### src/rtl/pc_fetch_ctrl_if.sv
// pc_fetch_ctrl_if
//   Bundles the signals of the fetch controller that are not clock or reset.
//   Instruction-memory side:
//     imem_req / imem_addr     fetch request and its address (controller drives)
//     imem_ack / imem_rdata    single-cycle completion strobe and its data
//   Execute side:
//     redirect_valid / redirect_target   taken branch or jump and its target
//   Decode side:
//     if_valid / if_pc / if_instr        presented instruction (controller drives)
//     id_ready                           decode accepts the presented instruction
//   Next-PC mux:
//     pc_sel                             0 = pc+4, 1 = redirect or pending target
//   Modport master belongs to the fetch controller. Modport slave is the
//   environment around it: memory, execute and decode.
interface pc_fetch_ctrl_if;
  logic        imem_req;
  logic [31:0] imem_addr;
  logic        imem_ack;
  logic [31:0] imem_rdata;
  logic        redirect_valid;
  logic [31:0] redirect_target;
  logic        id_ready;
  logic        if_valid;
  logic [31:0] if_pc;
  logic [31:0] if_instr;
  logic        pc_sel;

  modport master (
    output imem_req, imem_addr, if_valid, if_pc, if_instr, pc_sel,
    input  imem_ack, imem_rdata, redirect_valid, redirect_target, id_ready
  );

  modport slave (
    input  imem_req, imem_addr, if_valid, if_pc, if_instr, pc_sel,
    output imem_ack, imem_rdata, redirect_valid, redirect_target, id_ready
  );
endinterface

### src/rtl/pc_fetch_ctrl.sv
// pc_fetch_ctrl
//   Instruction-fetch controller. It owns the program counter, issues one fetch
//   at a time to instruction memory, and presents each fetched instruction to
//   decode until decode accepts it. A redirect from execute discards whatever
//   is in flight or being presented, and fetch resumes at the word-aligned
//   target.
//   Ports:
//     clk    single clock, rising edge
//     rst_n  asynchronous active-low reset
//     bus    pc_fetch_ctrl_if.master: memory request/ack, redirect, decode
//            handshake and the pc_sel mux select
//
//   state | meaning
//   ------+-----------------------------------------------------------------
//   IDLE  | one cycle after reset with no request; a redirect here loads pc
//   FETCH | request at pc outstanding; the ack captures or discards the data
//   HOLD  | instruction presented to decode, waiting for id_ready or redirect
//   DROP  | request at the old pc still open while a redirect is pending; the
//         | ack data is discarded and pc then loads the pending target
module pc_fetch_ctrl #(
  parameter logic [31:0] RESET_PC = 32'h0000_0000
) (
  input  logic            clk,
  input  logic            rst_n,
  pc_fetch_ctrl_if.master bus
);

  typedef enum logic [1:0] {
    IDLE  = 2'd0,
    FETCH = 2'd1,
    HOLD  = 2'd2,
    DROP  = 2'd3
  } state_t;

  state_t      state;
  state_t      state_nxt;
  logic [31:0] pc;
  logic [31:0] pc_nxt;
  logic [31:0] pend_tgt;
  logic [31:0] pend_tgt_nxt;
  logic        if_valid_q;
  logic        if_valid_nxt;
  logic [31:0] if_pc_q;
  logic [31:0] if_pc_nxt;
  logic [31:0] if_instr_q;
  logic [31:0] if_instr_nxt;
  logic        load_tgt;

  logic [31:0] tgt_aligned;
  logic [31:0] pc_inc;

  // Targets are forced onto a word boundary before they reach pc or pend_tgt.
  assign tgt_aligned = {bus.redirect_target[31:2], 2'b00};
  // The 32-bit add wraps naturally, so 0xFFFF_FFFC is followed by 0.
  assign pc_inc      = pc + 32'd4;

  always_ff @(posedge clk or negedge rst_n) begin
    if (!rst_n) begin
      state      <= IDLE;
      pc         <= RESET_PC;
      pend_tgt   <= 32'h0;
      if_valid_q <= 1'b0;
      if_pc_q    <= 32'h0;
      if_instr_q <= 32'h0;
    end else begin
      state      <= state_nxt;
      pc         <= pc_nxt;
      pend_tgt   <= pend_tgt_nxt;
      if_valid_q <= if_valid_nxt;
      if_pc_q    <= if_pc_nxt;
      if_instr_q <= if_instr_nxt;
    end
  end

  always_comb begin
    state_nxt    = state;
    pc_nxt       = pc;
    pend_tgt_nxt = pend_tgt;
    if_valid_nxt = if_valid_q;
    if_pc_nxt    = if_pc_q;
    if_instr_nxt = if_instr_q;
    load_tgt     = 1'b0;

    case (state)
      IDLE: begin
        state_nxt = FETCH;
        if (bus.redirect_valid) begin
          pc_nxt   = tgt_aligned;
          load_tgt = 1'b1;
        end
      end

      FETCH: begin
        if (bus.imem_ack) begin
          if (bus.redirect_valid) begin
            // The returning data belongs to the wrong path. Refetch at the
            // target on the next cycle without leaving FETCH.
            pc_nxt   = tgt_aligned;
            load_tgt = 1'b1;
          end else begin
            if_instr_nxt = bus.imem_rdata;
            if_pc_nxt    = pc;
            if_valid_nxt = 1'b1;
            state_nxt    = HOLD;
          end
        end else if (bus.redirect_valid) begin
          // The request must stay at the old address until it is acked,
          // so the target is parked until then.
          pend_tgt_nxt = tgt_aligned;
          state_nxt    = DROP;
        end
      end

      DROP: begin
        if (bus.imem_ack) begin
          // A redirect arriving in the ack cycle is newer than the parked
          // target, so it takes precedence.
          pc_nxt    = bus.redirect_valid ? tgt_aligned : pend_tgt;
          load_tgt  = 1'b1;
          state_nxt = FETCH;
        end else if (bus.redirect_valid) begin
          pend_tgt_nxt = tgt_aligned;
        end
      end

      HOLD: begin
        if (bus.redirect_valid) begin
          if_valid_nxt = 1'b0;
          pc_nxt       = tgt_aligned;
          load_tgt     = 1'b1;
          state_nxt    = FETCH;
        end else if (bus.id_ready) begin
          if_valid_nxt = 1'b0;
          pc_nxt       = pc_inc;
          state_nxt    = FETCH;
        end
      end

      default: begin
        state_nxt = IDLE;
      end
    endcase
  end

  assign bus.imem_req  = (state == FETCH) || (state == DROP);
  assign bus.imem_addr = pc;
  assign bus.if_valid  = if_valid_q;
  assign bus.if_pc     = if_pc_q;
  assign bus.if_instr  = if_instr_q;
  // Gated with rst_n so that a redirect seen while reset is held cannot
  // raise the mux select.
  assign bus.pc_sel    = load_tgt & rst_n;

endmodule

### src/flat_wrapper.sv
// flat-port wrapper written by rule: the top's interface ports become plain ports
module pc_fetch_ctrl_flat 
#(
  parameter logic [31:0] RESET_PC = 32'h0000_0000
)
  (clk, rst_n, bus_imem_req, bus_imem_addr, bus_if_valid, bus_if_pc, bus_if_instr, bus_pc_sel, bus_imem_ack, bus_imem_rdata, bus_redirect_valid, bus_redirect_target, bus_id_ready);
  pc_fetch_ctrl_if bus_i ();
  input  logic clk;
  input  logic rst_n;
  output wire logic [$bits(bus_i.imem_req)-1:0] bus_imem_req;
  output wire logic [$bits(bus_i.imem_addr)-1:0] bus_imem_addr;
  output wire logic [$bits(bus_i.if_valid)-1:0] bus_if_valid;
  output wire logic [$bits(bus_i.if_pc)-1:0] bus_if_pc;
  output wire logic [$bits(bus_i.if_instr)-1:0] bus_if_instr;
  output wire logic [$bits(bus_i.pc_sel)-1:0] bus_pc_sel;
  input wire logic [$bits(bus_i.imem_ack)-1:0] bus_imem_ack;
  input wire logic [$bits(bus_i.imem_rdata)-1:0] bus_imem_rdata;
  input wire logic [$bits(bus_i.redirect_valid)-1:0] bus_redirect_valid;
  input wire logic [$bits(bus_i.redirect_target)-1:0] bus_redirect_target;
  input wire logic [$bits(bus_i.id_ready)-1:0] bus_id_ready;
  assign bus_imem_req = bus_i.imem_req;
  assign bus_imem_addr = bus_i.imem_addr;
  assign bus_if_valid = bus_i.if_valid;
  assign bus_if_pc = bus_i.if_pc;
  assign bus_if_instr = bus_i.if_instr;
  assign bus_pc_sel = bus_i.pc_sel;
  assign bus_i.imem_ack = bus_imem_ack;
  assign bus_i.imem_rdata = bus_imem_rdata;
  assign bus_i.redirect_valid = bus_redirect_valid;
  assign bus_i.redirect_target = bus_redirect_target;
  assign bus_i.id_ready = bus_id_ready;
  pc_fetch_ctrl #(.RESET_PC(RESET_PC)) u_core (.clk(clk), .rst_n(rst_n), .bus(bus_i));
endmodule
### config.mk
export PLATFORM = sky130hd
export DESIGN_NAME = pc_fetch_ctrl_flat
export DESIGN_NICKNAME = d
export VERILOG_FILES = /design/src/rtl/pc_fetch_ctrl_if.sv /design/src/rtl/pc_fetch_ctrl.sv /design/src/flat_wrapper.sv
export SDC_FILE = /design/constraint.sdc
export NUM_CORES = 1
export LEC_CHECK = 0
export ABC_AREA = 1
export BUFFER_PORTS_ARGS = -buffer_cell sky130_fd_sc_hd__buf_2
export CORE_MARGIN = 3
export CORE_UTILIZATION = 30
export CTS_BUF_LIST = sky130_fd_sc_hd__clkbuf_2
export CTS_CLUSTER_SIZE = 30
export DETAILED_ROUTE_END_ITERATION = 12
export PLACE_DENSITY = 0.49
export SLEW_MARGIN = 20
export SYNTH_ARGS = -nofsm -noshare
export SYNTH_HDL_FRONTEND = slang
export SYNTH_SLANG_ARGS = --single-unit
### constraint.sdc
create_clock -name clk -period 2.15 [get_ports clk]
set_clock_uncertainty 0.2 [all_clocks]
set_input_delay 0.1075 -clock clk [delete_from_list [all_inputs] [get_ports clk]]
set_output_delay 0.1075 -clock clk [all_outputs]
set_load 0.02 [all_outputs]
# Word-level counts from Yosys, hierarchy flattened
# Index checks and enable logic that the tools add are counted.
# word_totals
ff_bits	131
inputBits	69
out_inout_bits	99
# classes
addsub	1
n_eq_ne	9
mux	23
n_bitwise	3
reduce_logical	10
# ops
operator	n
2-to-1 mux 32 bit	6
one-hot mux 32 bit (4 select lines)	1
adder 32 x 3 -> 32 bit, second input constant	1
2-to-1 mux 2 bit	6
inequality test 3 bit, second input constant	3
one-hot mux 2 bit (4 select lines)	1
AND reduction 4 bit	2
2-to-1 mux 1 bit	7
inequality test 2 bit, second input constant	3
AND reduction 3 bit	2
== test 2 bit, second input constant	2
OR reduction 2 bit	2
one-hot mux 1 bit (3 select lines)	1
== test 2 x 1 -> 1 bit, second input constant	1
logical NOT 2 bit	1
inverter 1 bit	2
one-hot mux 1 bit (2 select lines)	1
AND reduction 2 bit	1
nonzero test 2 bit	1
bitwise AND 1 bit	1
logical OR 1 bit	1

# Logic depth before layout (Yosys ltp)
# Gate-level depths: netlist (run 1).
# logic_depth
ltp_word	4
depth_mapped	11
depth_no_buf	11

# Worst setup path after synthesis (run 1)
# Ideal clock, no wire load.
# synth_path
path_type	register to register
from	register u_core.pc[3] (netlist: u_core.bus.imem_addr[3])
to	register u_core.pc[16] (netlist: u_core.bus.imem_addr[16])
setup_time_ns	0.121
t_arrival_ns	1.602
t_required_ns	1.829
setup_slack_ns	0.227
stages_incl_launch_ff	11
path_buffers	0
period_less_slack_ns	1.923
cell_sequence	dfrtp_1 ha_1 nand2_1 nor2_1 inv_2 nor2_4 nand2_2 o21ai_0 nand3_1 nand2_1 a21oi_1
# synth_between
elab_chain_cells	4
# synth_lines
element	line_no	text
start: declaration	pc_fetch_ctrl.sv:37	logic [31:0] pc;
start signal: assignment	pc_fetch_ctrl.sv:67	pc <= pc_nxt;
adder 32 x 3 -> 32 bit	pc_fetch_ctrl.sv:55	assign pc_inc = pc + 32'd4;
2-to-1 mux 32 bit	pc_fetch_ctrl.sv:132	end else if (bus.id_ready) begin
2-to-1 mux 32 bit	pc_fetch_ctrl.sv:127	if (bus.redirect_valid) begin
one-hot mux 32 bit (4 select lines)	pc_fetch_ctrl.sv:84	case (state)
# Every way passes these cells. The select of a mux whose other input is x is not followed.
# A chain may end at the register's enable or synchronous reset.

# Worst setup path after layout (run 1)
# layout_path
from	register u_core.state[0]
to	register u_core.if_valid_q (netlist: u_core.bus.if_valid)
# layout_between
elab_chain_cells	3
elab_cells_between_ends	8
cone_classes	eq/ne: 5; mux: 1; reduce/logical: 2
# layout_lines
element	line_no	text
start: declaration	pc_fetch_ctrl.sv:35	state_t state;
start signal: assignment	pc_fetch_ctrl.sv:66	state <= state_nxt;
== test 2 bit / == test 2 x 1 -> 1 bit (equally long branches)	pc_fetch_ctrl.sv:84	
inequality test 3 bit (no line) (tied with other cells)	-	
AND reduction 4 bit (no line)	-	
end signal: assignment	pc_fetch_ctrl.sv:69	if_valid_q <= if_valid_nxt;
end: declaration	pc_fetch_ctrl.sv:41	logic if_valid_q;
# Several ways; a longest one is shown, not always the timed one.

==> results of run 1 <==
==> cell usage in the layout, fill, tap and decap left out, types with 3 or more instances in the layout <==
cell / n
sky130_fd_sc_hd__nand2_1: 272
sky130_fd_sc_hd__buf_2: 163
sky130_fd_sc_hd__dlygate4sd3_1: 160
sky130_fd_sc_hd__dfrtp_1: 130
sky130_fd_sc_hd__inv_1: 94
sky130_fd_sc_hd__o21ai_0: 79
sky130_fd_sc_hd__nor2_1: 76
sky130_fd_sc_hd__a21oi_1: 38
sky130_fd_sc_hd__nand3_1: 35
sky130_fd_sc_hd__buf_4: 24
sky130_fd_sc_hd__clkbuf_2: 20
sky130_fd_sc_hd__o22ai_1: 18
sky130_fd_sc_hd__nor3_1: 13
sky130_fd_sc_hd__o21ai_1: 9
sky130_fd_sc_hd__o21ai_2: 7
sky130_fd_sc_hd__a22oi_1: 7
sky130_fd_sc_hd__nor2_4: 6
sky130_fd_sc_hd__inv_2: 5
sky130_fd_sc_hd__nand2_2: 4
sky130_fd_sc_hd__bufinv_16: 4
sky130_fd_sc_hd__clkinv_2: 4
sky130_fd_sc_hd__nor2_2: 3
sky130_fd_sc_hd__clkinvlp_4: 3
sky130_fd_sc_hd__nand4_1: 3
==> registers in the layout, indices dropped and copies added (netlist names) <==
register / cells
u_core.bus.if_pc: 32
u_core.bus.imem_addr: 32
u_core.bus.if_instr: 32
u_core.bus.if_valid: 1
u_core.state: 2
u_core.pend_tgt: 32
==> cells by family after synthesis <==
| group | after synthesis | synth area share [%] |
|---|---|---|
| xor+xnor | 1 | 0.136 |
| fa+ha+maj | 1 | 0.194 |
| simple gates | 415 | 26.2 |
| compound gates | 165 | 14.1 |
| buf+inv | 136 | 8.55 |
| flops | 131 | 50.8 |
==> power groups by stage <==
stage,clock [mW],sequential [mW],combinational [mW]
CTS,1.75,4.21,5.23
finish,1.66,4.22,5.19
global route,1.84,4.37,5.76
floorplan,0,5.22,2.03
detailed placement,0,4.28,4.96
global placement,0,4.25,4.93
==> timing repair <==
action / 4_1_cts / 5_1_grt
setup buffers: 1 / 0
pin swaps: 1 / 1
hold endpoints to repair: 235 / 0
endpoints found under the setup margin: 1 / 14
resized for setup: 4 / 6
hold buffers: 162 / 0
==> final timing paths <==
path	cells past startpoint	start	slack [ps]	end
hold / removal	6	bus_redirect_target[27]	150	u_core.bus.imem_addr[27]
max in group asynchronous	4	rst_n	750	u_core.pend_tgt[20]
hold reg to reg	2	u_core.bus.if_instr[25]	290	u_core.bus.if_instr[25]
min in group asynchronous	4	rst_n	510	u_core.bus.if_pc[23]
setup reg to reg	6	u_core.state[0]	120	u_core.bus.if_valid
setup / recovery	6	u_core.state[0]	120	u_core.bus.if_valid
==> area by class of cell <==
class | instances | area [µm²] | share of cell area (%)
timing repair buffer | 351 | 2660 | 27.8
clock inverter | 12 | 163 | 1.70
inverter | 101 | 385 | 4.02
clock buffer | 20 | 100 | 1.04
sequential | 131 | 3280 | 34.2
multi-input combinational | 582 | 2650 | 27.6
tap | 275 | 344 | 3.59
antenna | 1 | 2.50 | 0.0261
==> routing by layer <==
| layer | vias to the layer above | wire (µm) | GRT usage, % |
|---|---|---|---|
| li1 | 3381 | - | - |
| met1 | 3073 | 10500 | 26.5 |
| met2 | 165 | 9990 | 30.4 |
| met3 | 23 | 901 | 3.35 |
| met4 | 0 | 380 | 5.81 |
| met5 | - | 0 | 0 |
==> per-stage QoR <==
step                cell area [µm²]  cells  hold slack [ps]  total power [mW]  setup WS, ps
floorplan                      6450    849             -388              7.25           227
global placement               7690   1280             43.6              9.19           178
detailed placement             7690   1280             29.6              9.24           169
CTS                            9580   1474             46.0              11.2          2.92
global route                   9580   1473             77.1              12.0          2.98
finish                         9580   1473              147              11.1           118
==> worst max-delay path, stage by stage (launching register included) <==
cell and delay (ps):
sky130_fd_sc_hd__dfrtp_2 480, sky130_fd_sc_hd__buf_4 170, sky130_fd_sc_hd__nor2_4 170, sky130_fd_sc_hd__nand2_2 90
sky130_fd_sc_hd__nor2_4 120, sky130_fd_sc_hd__dlygate4sd3_1 620, sky130_fd_sc_hd__o22a_1 140
==> results, run 1 <==
- The area fraction of the dominant cell type after synthesis is 50.8%.
- The clock tree synthesis step divided the H-tree into 4 levels.
- In this run the deepest clock path goes through 2 buffers.
- The detail route stage leaves a number of antenna-violating nets equal to 0.
- The number of filler cells placed in the layout is 2174.
- For this design the ratio of total power to cell area is between 1000 and 1500 nW/µm².
- In the synthesized netlist the async set-or-reset flop fraction comes to 100%.
- Setup violations remaining at the end of the flow were counted as 0.
- The CTS clock-pin slew for the worst setup and hold paths is 190 ps.
- During synthesis, Yosys emitted a total of 0 warnings.
- The most area-hungry cell type in the Yosys netlist is sky130_fd_sc_hd__dfrtp_1.
- Using the TritonRoute via totals, the vias-per-cell ratio works out to 4.51.
- In this run, the number of DRC markers left after iteration 0 of detailed routing was 409.
- The clock sink count is 131.
- The cell count after synthesis came out at around 850.
- The critical path required time is 2580 ps.
- Ranked by instance count, the synthesized netlist is headed by 273 x sky130_fd_sc_hd__nand2_1, 131 x sky130_fd_sc_hd__dfrtp_1, 96 x sky130_fd_sc_hd__inv_1, 80 x sky130_fd_sc_hd__o21ai_0, 78 x sky130_fd_sc_hd__nor2_1.
- The via count of the first global-routing pass is between 6000 and 7000.
- Of the available clock period, the critical path in the final layout requires 94.5%.
- Ranked by total cell area, the synthesized netlist is headed by sky130_fd_sc_hd__dfrtp_1 51%, sky130_fd_sc_hd__nand2_1 16%, sky130_fd_sc_hd__o21ai_0 6.2%.
- For this configuration, the core starts out at a cell density of 30.6%.
- Based on the critical path, the design can be clocked at up to around 490 MHz.
- In the final routed layout, each cell accounts on average for roughly 15 µm.
- Cell internal power was estimated by the tool at 5.96 mW.
- The routed layout has 6642 vias.
- The residual overflow from global routing is 0.
- For this run, the post-layout net count is 1254.
- The leakage power summed over all cells is 4.77 nW.
- After floorplanning, the core was divided into 53 placement rows.
- The die outline height is 153 µm.
- The first TritonRoute pass finished after 6 iterations.
- The run finished with clean final reports.
- The register bit total from synthesis is 131.
- Wires add up to 21800 µm.
- Once layout is complete, the utilization of the core stands at 45.4%.
- The combinational fraction of design power is 46.9%.
- The dominant register cell in the synthesized netlist is sky130_fd_sc_hd__dfrtp_1.
- The sum of net half-perimeters after detailed placement is 15200 µm.
- Averaged over all synthesized cells, the footprint is roughly 7.6 µm².
- Entering global routing, the biggest net connects 100 pins.
- The overall die width is 153 µm.
- The global-route wire length before repair is between 30000 and 40000 µm.
- The count of flip-flops with a built-in enable after synthesis is 0.
- Of the synthesized area, sequential elements account for roughly 51%.
- In the global route stage, overall resource usage came out at 19.0%.
- The clock reaches the later pin of the worst-skew pair after 680 ps.
- Setup repair after global routing left no endpoint under its margin.
- The number of max-cap violations is 0.
- The arrival time of the worst setup path is 2470 ps.
- Relative to the synthesized area, the layout overhead comes to 48.4%.
- STA classifies the critical path endpoint as a flop.
- The placer's final routability congestion estimate is 0.880.
- The nature of the critical path startpoint is a flop.
- The final-layout setup total negative slack is 0 ps.
- The number of nets handed over by synthesis was 919.
- The total standard cell area after synthesis is 6450 µm².
- After detailed routing, the number of remaining DRC violations is 0.
- After synthesis, the netlist uses 33 different library cells.
- After floorplanning, the core was sized to cover 21100 µm².
- In this run the worst path has a maximum fanout of 5.
- The area of the die is around 23000 µm².
- Headroom to the max-slew limit came out at about three fifths.
- The critical path is of the flop to flop type.
- Port buffering added roughly 170 buffers.
- Pin placement for this block handled ~170 I/O pins.
- The hold violation total from the final report came to 0.
- TritonCTS created 17 clock buffers.
- The peak ir drop on the vdd network is 349 µV.
- The final-report max-slew violation count is 0.
- TritonCTS built the clock tree.
- The share of post-route cells with drive strength above 1 is 21.1%.
- In this run the power spent charging and discharging nets is 5.11 mW.
- The root buffer cell chosen for the clock tree is sky130_fd_sc_hd__clkbuf_2.
- The sequential share of power is 38.1%.
- The proportion of total power due to net switching is a little under half.
- Yosys instantiated no cell more often than sky130_fd_sc_hd__nand2_1.
- The share of total power in the clock network is 15.0%.
- The initial antenna violation count was 1.
- For the pin with the worst max-slew slack, the measured transition is 629 ps.
- The shortest clock period the worst path allows after layout is 2030 ps.
- The min-delay analysis places its worst path in the category input pin to flop.
(Power assumes the default switching activity.)
==> run 2: changes to the inputs <==
--- a/config.mk
+++ b/config.mk
@@ -7,6 +7,7 @@
 export LEC_CHECK = 0
 export ABC_AREA = 1
 export BUFFER_PORTS_ARGS = -buffer_cell sky130_fd_sc_hd__buf_2
+export CAP_MARGIN = 20
 export CORE_MARGIN = 3
 export CORE_UTILIZATION = 30
 export CTS_BUF_LIST = sky130_fd_sc_hd__clkbuf_2
==> constraint.sdc (replaced) <==
create_clock -name clk -period 2.15 [get_ports clk]
set_clock_uncertainty 0.2 [all_clocks]
set_input_delay 0.1075 -clock clk [delete_from_list [all_inputs] [get_ports clk]]
set_output_delay 0.1075 -clock clk [all_outputs]
set_load 0.005 [all_outputs]
==> run 2 against run 1 <==
Combinational power down 20%. Global-route usage up 0.10 points. Non-clock buffer count is the same. Worst hold slack worse by 20 ps. Count of clock-buffer cells in the layout down 1. Critical path depth rose by 1. Register-to-register slack barely moved. Final area rose by 0.17%. Utilization is 0.077 points higher. Sequential power barely moved. Die area is the same. First-iteration DRC count increased by 0.98%.
==> results, run 2 (same netlist as run 1, synthesis figures left out) <==
- The peak ir drop on the vdd network is 346 µV (-0.89%).
- The arrival time of the worst setup path is 2460 ps (about the same).
- From synthesis to final layout, the design area changed by 48.7%.
- The global-route total usage across every layer is 19.1% (+0.10 points).
- The number of violations reported at the end of detailed-routing iteration 0 was 413 (+0.98%).
- The sum of net half-perimeters after detailed placement came to 14800 µm (-2.6%).
- The initial antenna violation count is 1 (unchanged).
- The total of endpoints with negative setup slack in the final report is 0 (unchanged).
- The share of post-route cells with drive strength above 1 is 20.8% (-0.23 points).
- The total placed cells including tap cells is 1276 (-0.31%).
- The overall die width was 153 µm (unchanged).
- The total number of vias was 6687 (+0.68%).
- The via count of the first global-routing pass came to 6748 (+0.75%).
- The total of buffers placed on input and output ports is 165 (unchanged).
- The number of max-cap violations is 0 (unchanged).
- The type of the worst setup path is flop to flop.
- Setup repair after global routing left no endpoint under its margin.
- The initial cell density of the core is 30.6% (unchanged).
- The critical path required time came to 2580 ps (about the same).
- The shortest clock period the worst path allows after layout is 2030 ps (-3.06 ps).
- The type of the most critical hold path is input pin to flop.
- The clock buffer count from CTS is 17 (unchanged).
- The detail-routed net length per standard cell came to 14.9 µm (+0.47%).
- The net count of the finished layout was 1254 (unchanged).
- The global-route wire length before repair was 36200 µm (+0.85%).
- The number of H-tree branching levels came to 4 (unchanged).
- The number of remaining DRC errors is 0 (unchanged).
- The I/O pin count is 168 (unchanged).
- The post-route clock period utilization is 94.4% (-0.14 points).
- In the layout the commonest cells are 273 x sky130_fd_sc_hd__nand2_1, 164 x sky130_fd_sc_hd__buf_2, 161 x sky130_fd_sc_hd__dlygate4sd3_1.
- The site row count came to 53 (unchanged).
- The length of the first detailed-routing pass in iterations is 5 (-1).
- The ratio of routed vias to standard cells is 4.54 (+0.75%).
- The maximum number of pins on one net before global-route repair was 102 (+2.0%).
- The source-to-sink clock delay at the later pin of the worst-skew pair is 720 ps (+40 ps).
- The nature of the critical path startpoint is a flop.
- Leaving out fill and tap cells, the most frequent cell in the layout is sky130_fd_sc_hd__nand2_1.
- The residual overflow from global routing is 0 (unchanged).
- The remaining max-slew budget at the tightest pin is 62.0% (+4.0 points).
- The worst hold path cell count came to 6 (unchanged).
- The logic depth of the worst register-to-register path is 7 (+1).
- The maximum net fanout on the critical path is 28 (+23).
- The number of buffers between clock root and the deepest sink came to 2 (unchanged).
- The buffer cell driving the clock tree root is sky130_fd_sc_hd__clkbuf_2.
- The count of placed standard cells in the final layout, fillers left out was 1472 (-0.068%).
- The kind of end point of the critical path is a flop.
- The total detailed-routing wirelength was 21900 µm (+0.40%).
- The final-report max-slew violation count came to 0 (unchanged).
- The number of filler cells placed in the layout is 2166 (-0.37%).
- The core box area is 21100 µm² (unchanged).
- The run finished with clean final reports.
- The final-layout setup total negative slack is 0 ps (unchanged).
- The CTS clock-pin slew for the worst setup and hold paths was 190 ps (about the same).
- The leakage power summed over all cells is 4.78 nW (+0.23%).
- The area of the die is 23300 µm² (unchanged).
- The count of antenna-violating nets left after detailed routing was 0 (unchanged).
- The CTS tree is yes.
- The reg2reg setup slack was 120 ps (about the same).
- The die outline height is 153 µm (unchanged).
- The power density relative to cell area was 1030 nW/µm² (-11%).
- The hold violation total from the final report is 0 (unchanged).
- The highest clock frequency the design can meet is 493 MHz (+0.15%).
- The placer's final routability congestion estimate was 0.872 (-0.90%).
- The pin slew with the least headroom to its limit is 570 ps (-59.8 ps).
- The clock sink count is 131 (unchanged).
==> run 2: changes by cell type in the layout (fill, tap and decap cells not counted), moves of 2 or more <==
cell                      before  now
sky130_fd_sc_hd__buf_12        2    4
sky130_fd_sc_hd__o22ai_2       0    2
sky130_fd_sc_hd__buf_4        24   19
sky130_fd_sc_hd__o22ai_1      18   16
==> run 2: final timing paths <==
| kind | start | end |
|---|---|---|
| worst max register to register | u_core.state[0] | u_core.pend_tgt[2] |
| min in group asynchronous | rst_n | u_core.bus.if_instr[27] |
| max in group asynchronous | rst_n | u_core.state[0] |
| worst min register to register | u_core.bus.if_instr[6] | u_core.bus.if_instr[6] |
| worst max-delay path | u_core.state[0] | u_core.pend_tgt[2] |
| worst min-delay path | bus_redirect_target[16] | u_core.bus.imem_addr[16] |
==> run 2: layer usage <==
metal	GRT usage (%)	share of wire [%]	up-vias
met5	0	0	-
met4	5.69	2.2	0
met3	3.92	5.0	27
met2	30.4	45	187
met1	26.5	48	3098
li1	-	-	3375
==> run 2: metrics by stage <==
step	util [%]	setup WS [ps]	hold WS [ps]	total power [mW]	instance area, µm²
floorplan	-	359	-388	6.25	6450
global placement	36.4	234	-188	8.14	7670
detailed placement	36.4	223	-189	8.17	7670
CTS	45.4	11.9	42.1	10.0	9580
global route	45.5	3.42	78.3	10.9	9600
finish	45.5	121	127	9.93	9600
==> run 2: critical path, stage by stage, from the launching register on <==
cell and delay (ps):
sky130_fd_sc_hd__dfrtp_2 420, sky130_fd_sc_hd__nand2_2 70, sky130_fd_sc_hd__buf_6 140, sky130_fd_sc_hd__nor2_4 160
sky130_fd_sc_hd__buf_12 210, sky130_fd_sc_hd__nor2_1 60, sky130_fd_sc_hd__a21oi_1 120, sky130_fd_sc_hd__dlygate4sd3_1 580
==> run 2: final cells by class <==
class                           count  area (µm²)  share of cell area, %
Antenna cell                        1        2.50                 0.0261
Clock buffer                       19        95.1                  0.991
Clock inverter                     12         140                   1.46
Inverter                          101         382                   3.98
Multi-Input combinational cell    582        2650                   27.6
Sequential cell                   131        3280                   34.2
Tap cell                          275         344                   3.59
Timing Repair Buffer              351        2700                   28.2
==> run 2: power breakdown <==
group,switching (mW),internal [mW],leakage [nW]
registers,0.775,3.43,1.60
logic,2.42,1.75,3.03
clock network,0.908,0.635,0.142
total,4.10,5.82,4.78
==> run 2: what timing repair did <==
item,4_1_cts,5_1_grt
endpoints found under the setup margin,1,10
hold endpoints to repair,237,0
gates cloned,0,1
gates resized for setup,2,7
hold buffers,165,0
buffers inserted,1,0
==> run 3: changes to the inputs <==
--- a/config.mk
+++ b/config.mk
@@ -13,7 +13,6 @@
 export CTS_BUF_LIST = sky130_fd_sc_hd__clkbuf_2
 export CTS_CLUSTER_SIZE = 30
 export DETAILED_ROUTE_END_ITERATION = 12
-export PLACE_DENSITY = 0.49
 export SLEW_MARGIN = 20
 export SYNTH_ARGS = -nofsm -noshare
 export SYNTH_HDL_FRONTEND = slang
==> run 3 against run 2 <==
Final cell count hardly changed. Non-clock buffer count is 2 lower. Highest routed layer unchanged. Worst setup slack worse by 27 ps. Largest cell class unchanged. Die area stayed put. Sequential power hardly changed. Worst hold slack worse by 26 ps. Critical path type unchanged.
==> results, run 3 (same netlist as run 1, synthesis figures left out) <==
- The worst register-to-register path begins at u_core.state[1].
- The die outline height came to 153 µm (unchanged).
- The design internal power was 5.82 mW (-0.14%).
- The count of antenna-violating nets left after detailed routing is 0 (unchanged).
- The total number of vias is 6737 (+0.75%).
- The total design power was 9.91 mW (-0.12%).
- Setup repair after global routing could not meet its margin everywhere.
- The post-route clock period utilization is 95.6% (+1.2 points).
- STA classifies the critical path endpoint as a flop.
- The global-route wire length before repair was 35500 µm (-1.9%).
- The final-layout setup total negative slack was 0 ps (unchanged).
- The flow ran to the end, and the final reports show no timing, DRC or antenna violations.
- The highest clock frequency the design can meet came to 486 MHz (-1.3%).
- The detail-routed net length per standard cell is 14.7 µm (-1.3%).
- Leaving out fill and tap cells, the most frequent cell in the layout is sky130_fd_sc_hd__nand2_1.
- The total detailed-routing wirelength is 21600 µm (-1.4%).
- The total net switching power was 4.10 mW (-0.11%).
- The worst hold path begins at bus_redirect_target[29].
- The sequential share of power is 42.4% (about the same).
- The hold violation total from the final report is 0 (unchanged).
- Routed signal wires occupy layers up through met4.
- The maximum number of pins on one net before global-route repair came to 72 (-29%).
- Compared with the post-synthesis result, the final layout area differs by 48.0%.
- The placer's final routability congestion estimate is 0.907 (+4.0%).
- The sum of met3 wire segment lengths after detailed routing is 1300 µm (+18%).
- The number of remaining DRC errors came to 0 (unchanged).
- The maximum net fanout on the critical path is 5 (-82%).
- The critical path required time is 2540 ps (-40 ps).
- The share of post-route cells with drive strength above 1 is 20.8% (about the same).
- The net count of the finished layout is 1252 (-0.16%).
- The power density relative to cell area is 1040 nW/µm² (+0.33%).
- The number of filler cells placed in the layout is 2089 (-3.6%).
- The arrival time of the worst setup path was 2450 ps (about the same).
- The initial cell density of the core is 30.6% (unchanged).
- The ratio of routed vias to standard cells is 4.58 (+0.82%).
- The nature of the critical path startpoint is a flop.
- In the layout the commonest cells are 270 x sky130_fd_sc_hd__nand2_1, 165 x sky130_fd_sc_hd__buf_2, 160 x sky130_fd_sc_hd__dlygate4sd3_1.
- The peak ir drop on the vdd network came to 396 µV (+14%).
- The area of the die came to 23300 µm² (unchanged).
- The final-report max-slew violation count is 0 (unchanged).
- The initial antenna violation count is 1 (unchanged).
- The clock buffer count from CTS is 17 (unchanged).
- The global-route total usage across every layer is 18.7% (-0.40 points).
- The leakage power summed over all cells is 4.76 nW (-0.35%).
- The share of total power in the clock network is 15.4% (about the same).
- The pin slew with the least headroom to its limit is 537 ps (-32.3 ps).
- The source-to-sink clock delay at the later pin of the worst-skew pair is 690 ps (-30 ps).
- The sum of net half-perimeters after detailed placement was 14800 µm (-0.12%).
- The length of the first detailed-routing pass in iterations is 9 (+4).
- The site row count is 53 (unchanged).
- The path class of the tightest hold or removal check is input pin to flop.
- The number of violations reported at the end of detailed-routing iteration 0 was 502 (+22%).
- The wire length on met1 is 9620 µm (-7.7%).
- The combinational fraction of design power is 42.2% (+0.2 points).
- The CTS tree is yes.
- The total of endpoints with negative setup slack in the final report was 0 (unchanged).
- The CTS clock-pin slew for the worst setup and hold paths came to 170 ps (-20 ps).
- The met2 wirelength from detailed routing is 10100 µm (+2.8%).
- The overall die width is 153 µm (unchanged).
- The residual overflow from global routing is 0 (unchanged).
- The core box area is 21100 µm² (unchanged).
- The clock sink count is 131 (unchanged).
- The number of max-cap violations was 0 (unchanged).
- The proportion of total power due to net switching is 41.3% (about the same).
- The shortest clock period the worst path allows after layout came to 2060 ps (+26.7 ps).
- The setup path with the least slack is of type flop to flop.
- The number of buffers between clock root and the deepest sink is 2 (unchanged).
- The I/O pin count was 168 (unchanged).
- The number of H-tree branching levels is 4 (unchanged).
- The remaining max-slew budget at the tightest pin was 64.2% (+2.2 points).
- The utilization of the core after routing is 45.3% (-0.21 points).
- The buffer cell driving the clock tree root is sky130_fd_sc_hd__clkbuf_2.
- The total of buffers placed on input and output ports came to 165 (unchanged).
- The critical path startpoint is u_core.state[1].
- The via count of the first global-routing pass is 6733 (-0.22%).
==> run 3: cell count changes in the layout (fill, tap and decap cells not counted), sizes merged <==
cell and change:
clkbuf -1, dlygate4sd3 -1, clkinvlp -1, clkinv +2
==> run 3: what timing repair did <==
item / 4_1_cts / 5_1_grt
endpoints found under the setup margin: 1 / 30
resized for setup: 3 / 8
setup buffers: 0 / 2
pin swaps: 0 / 2
hold buffers: 161 / 1
hold endpoints to repair: 232 / 23
==> run 3: power by group through the flow <==
| stage | clock [mW] | combinational [mW] | sequential (mW) |
|---|---|---|---|
| 3_3_place_gp | 0 | 3.88 | 4.21 |
| 5_1_grt | 1.69 | 4.73 | 4.35 |
| 4_1_cts | 1.59 | 4.17 | 4.19 |
| 6_report | 1.53 | 4.18 | 4.21 |
| 3_5_place_dp | 0 | 3.91 | 4.25 |
| 2_1_floorplan | 0 | 2.03 | 4.22 |
==> run 3: final cells by class <==
class                   instances  area [µm²]  share of cell area [%]
flip-flops and latches        131        3280                    34.3
multi-input cells             582        2660                    27.8
repair buffers                349        2650                    27.7
inverters                     101         382                    3.99
well taps                     275         344                    3.60
clock inverters                13         141                    1.48
clock buffers                  19        95.1                   0.995
diodes                          1        2.50                  0.0262
==> run 3: worst max-delay path, cell delays in order (launching register included) <==
cell and delay (ps):
sky130_fd_sc_hd__dfrtp_1 450, sky130_fd_sc_hd__inv_1 170, sky130_fd_sc_hd__nor2_4 80, sky130_fd_sc_hd__nand2_2 140
sky130_fd_sc_hd__nor2_4 60, sky130_fd_sc_hd__dlygate4sd3_1 600, sky130_fd_sc_hd__a311o_1 280
==> run 3: path summary, 6_finish.rpt <==
path	depth (start not counted)	end	slack (ps)
hold reg to reg	2	u_core.bus.if_instr[10]	290
setup reg to reg	6	u_core.state[1]	90
min in group asynchronous	4	u_core.bus.if_instr[1]	410
max in group asynchronous	5	u_core.state[0]	310
setup / recovery	6	u_core.state[1]	90
hold / removal	4	u_core.pend_tgt[29]	100
==> run 3: metal layers <==
layer | vias up | track usage, %
met5 | - | 0
met4 | 0 | 6.11
met3 | 28 | 4.12
met2 | 229 | 30.7
met1 | 3106 | 24.8
li1 | 3374 | -
==> run 3: metrics by stage <==
| step | std cells | hold slack, ps | setup WS, ps | cell area, µm² |
|---|---|---|---|---|
| 2_1_floorplan | 849 | -388 | 359 | 6450 |
| 3_3_place_gp | 1275 | -221 | 159 | 7660 |
| 5_1_grt | 1471 | 46.3 | -0.809 | 9550 |
| 3_5_place_dp | 1275 | -218 | 148 | 7660 |
| 6_report | 1471 | 101 | 93.9 | 9550 |
| 4_1_cts | 1468 | 7.92 | 11.1 | 9520 |
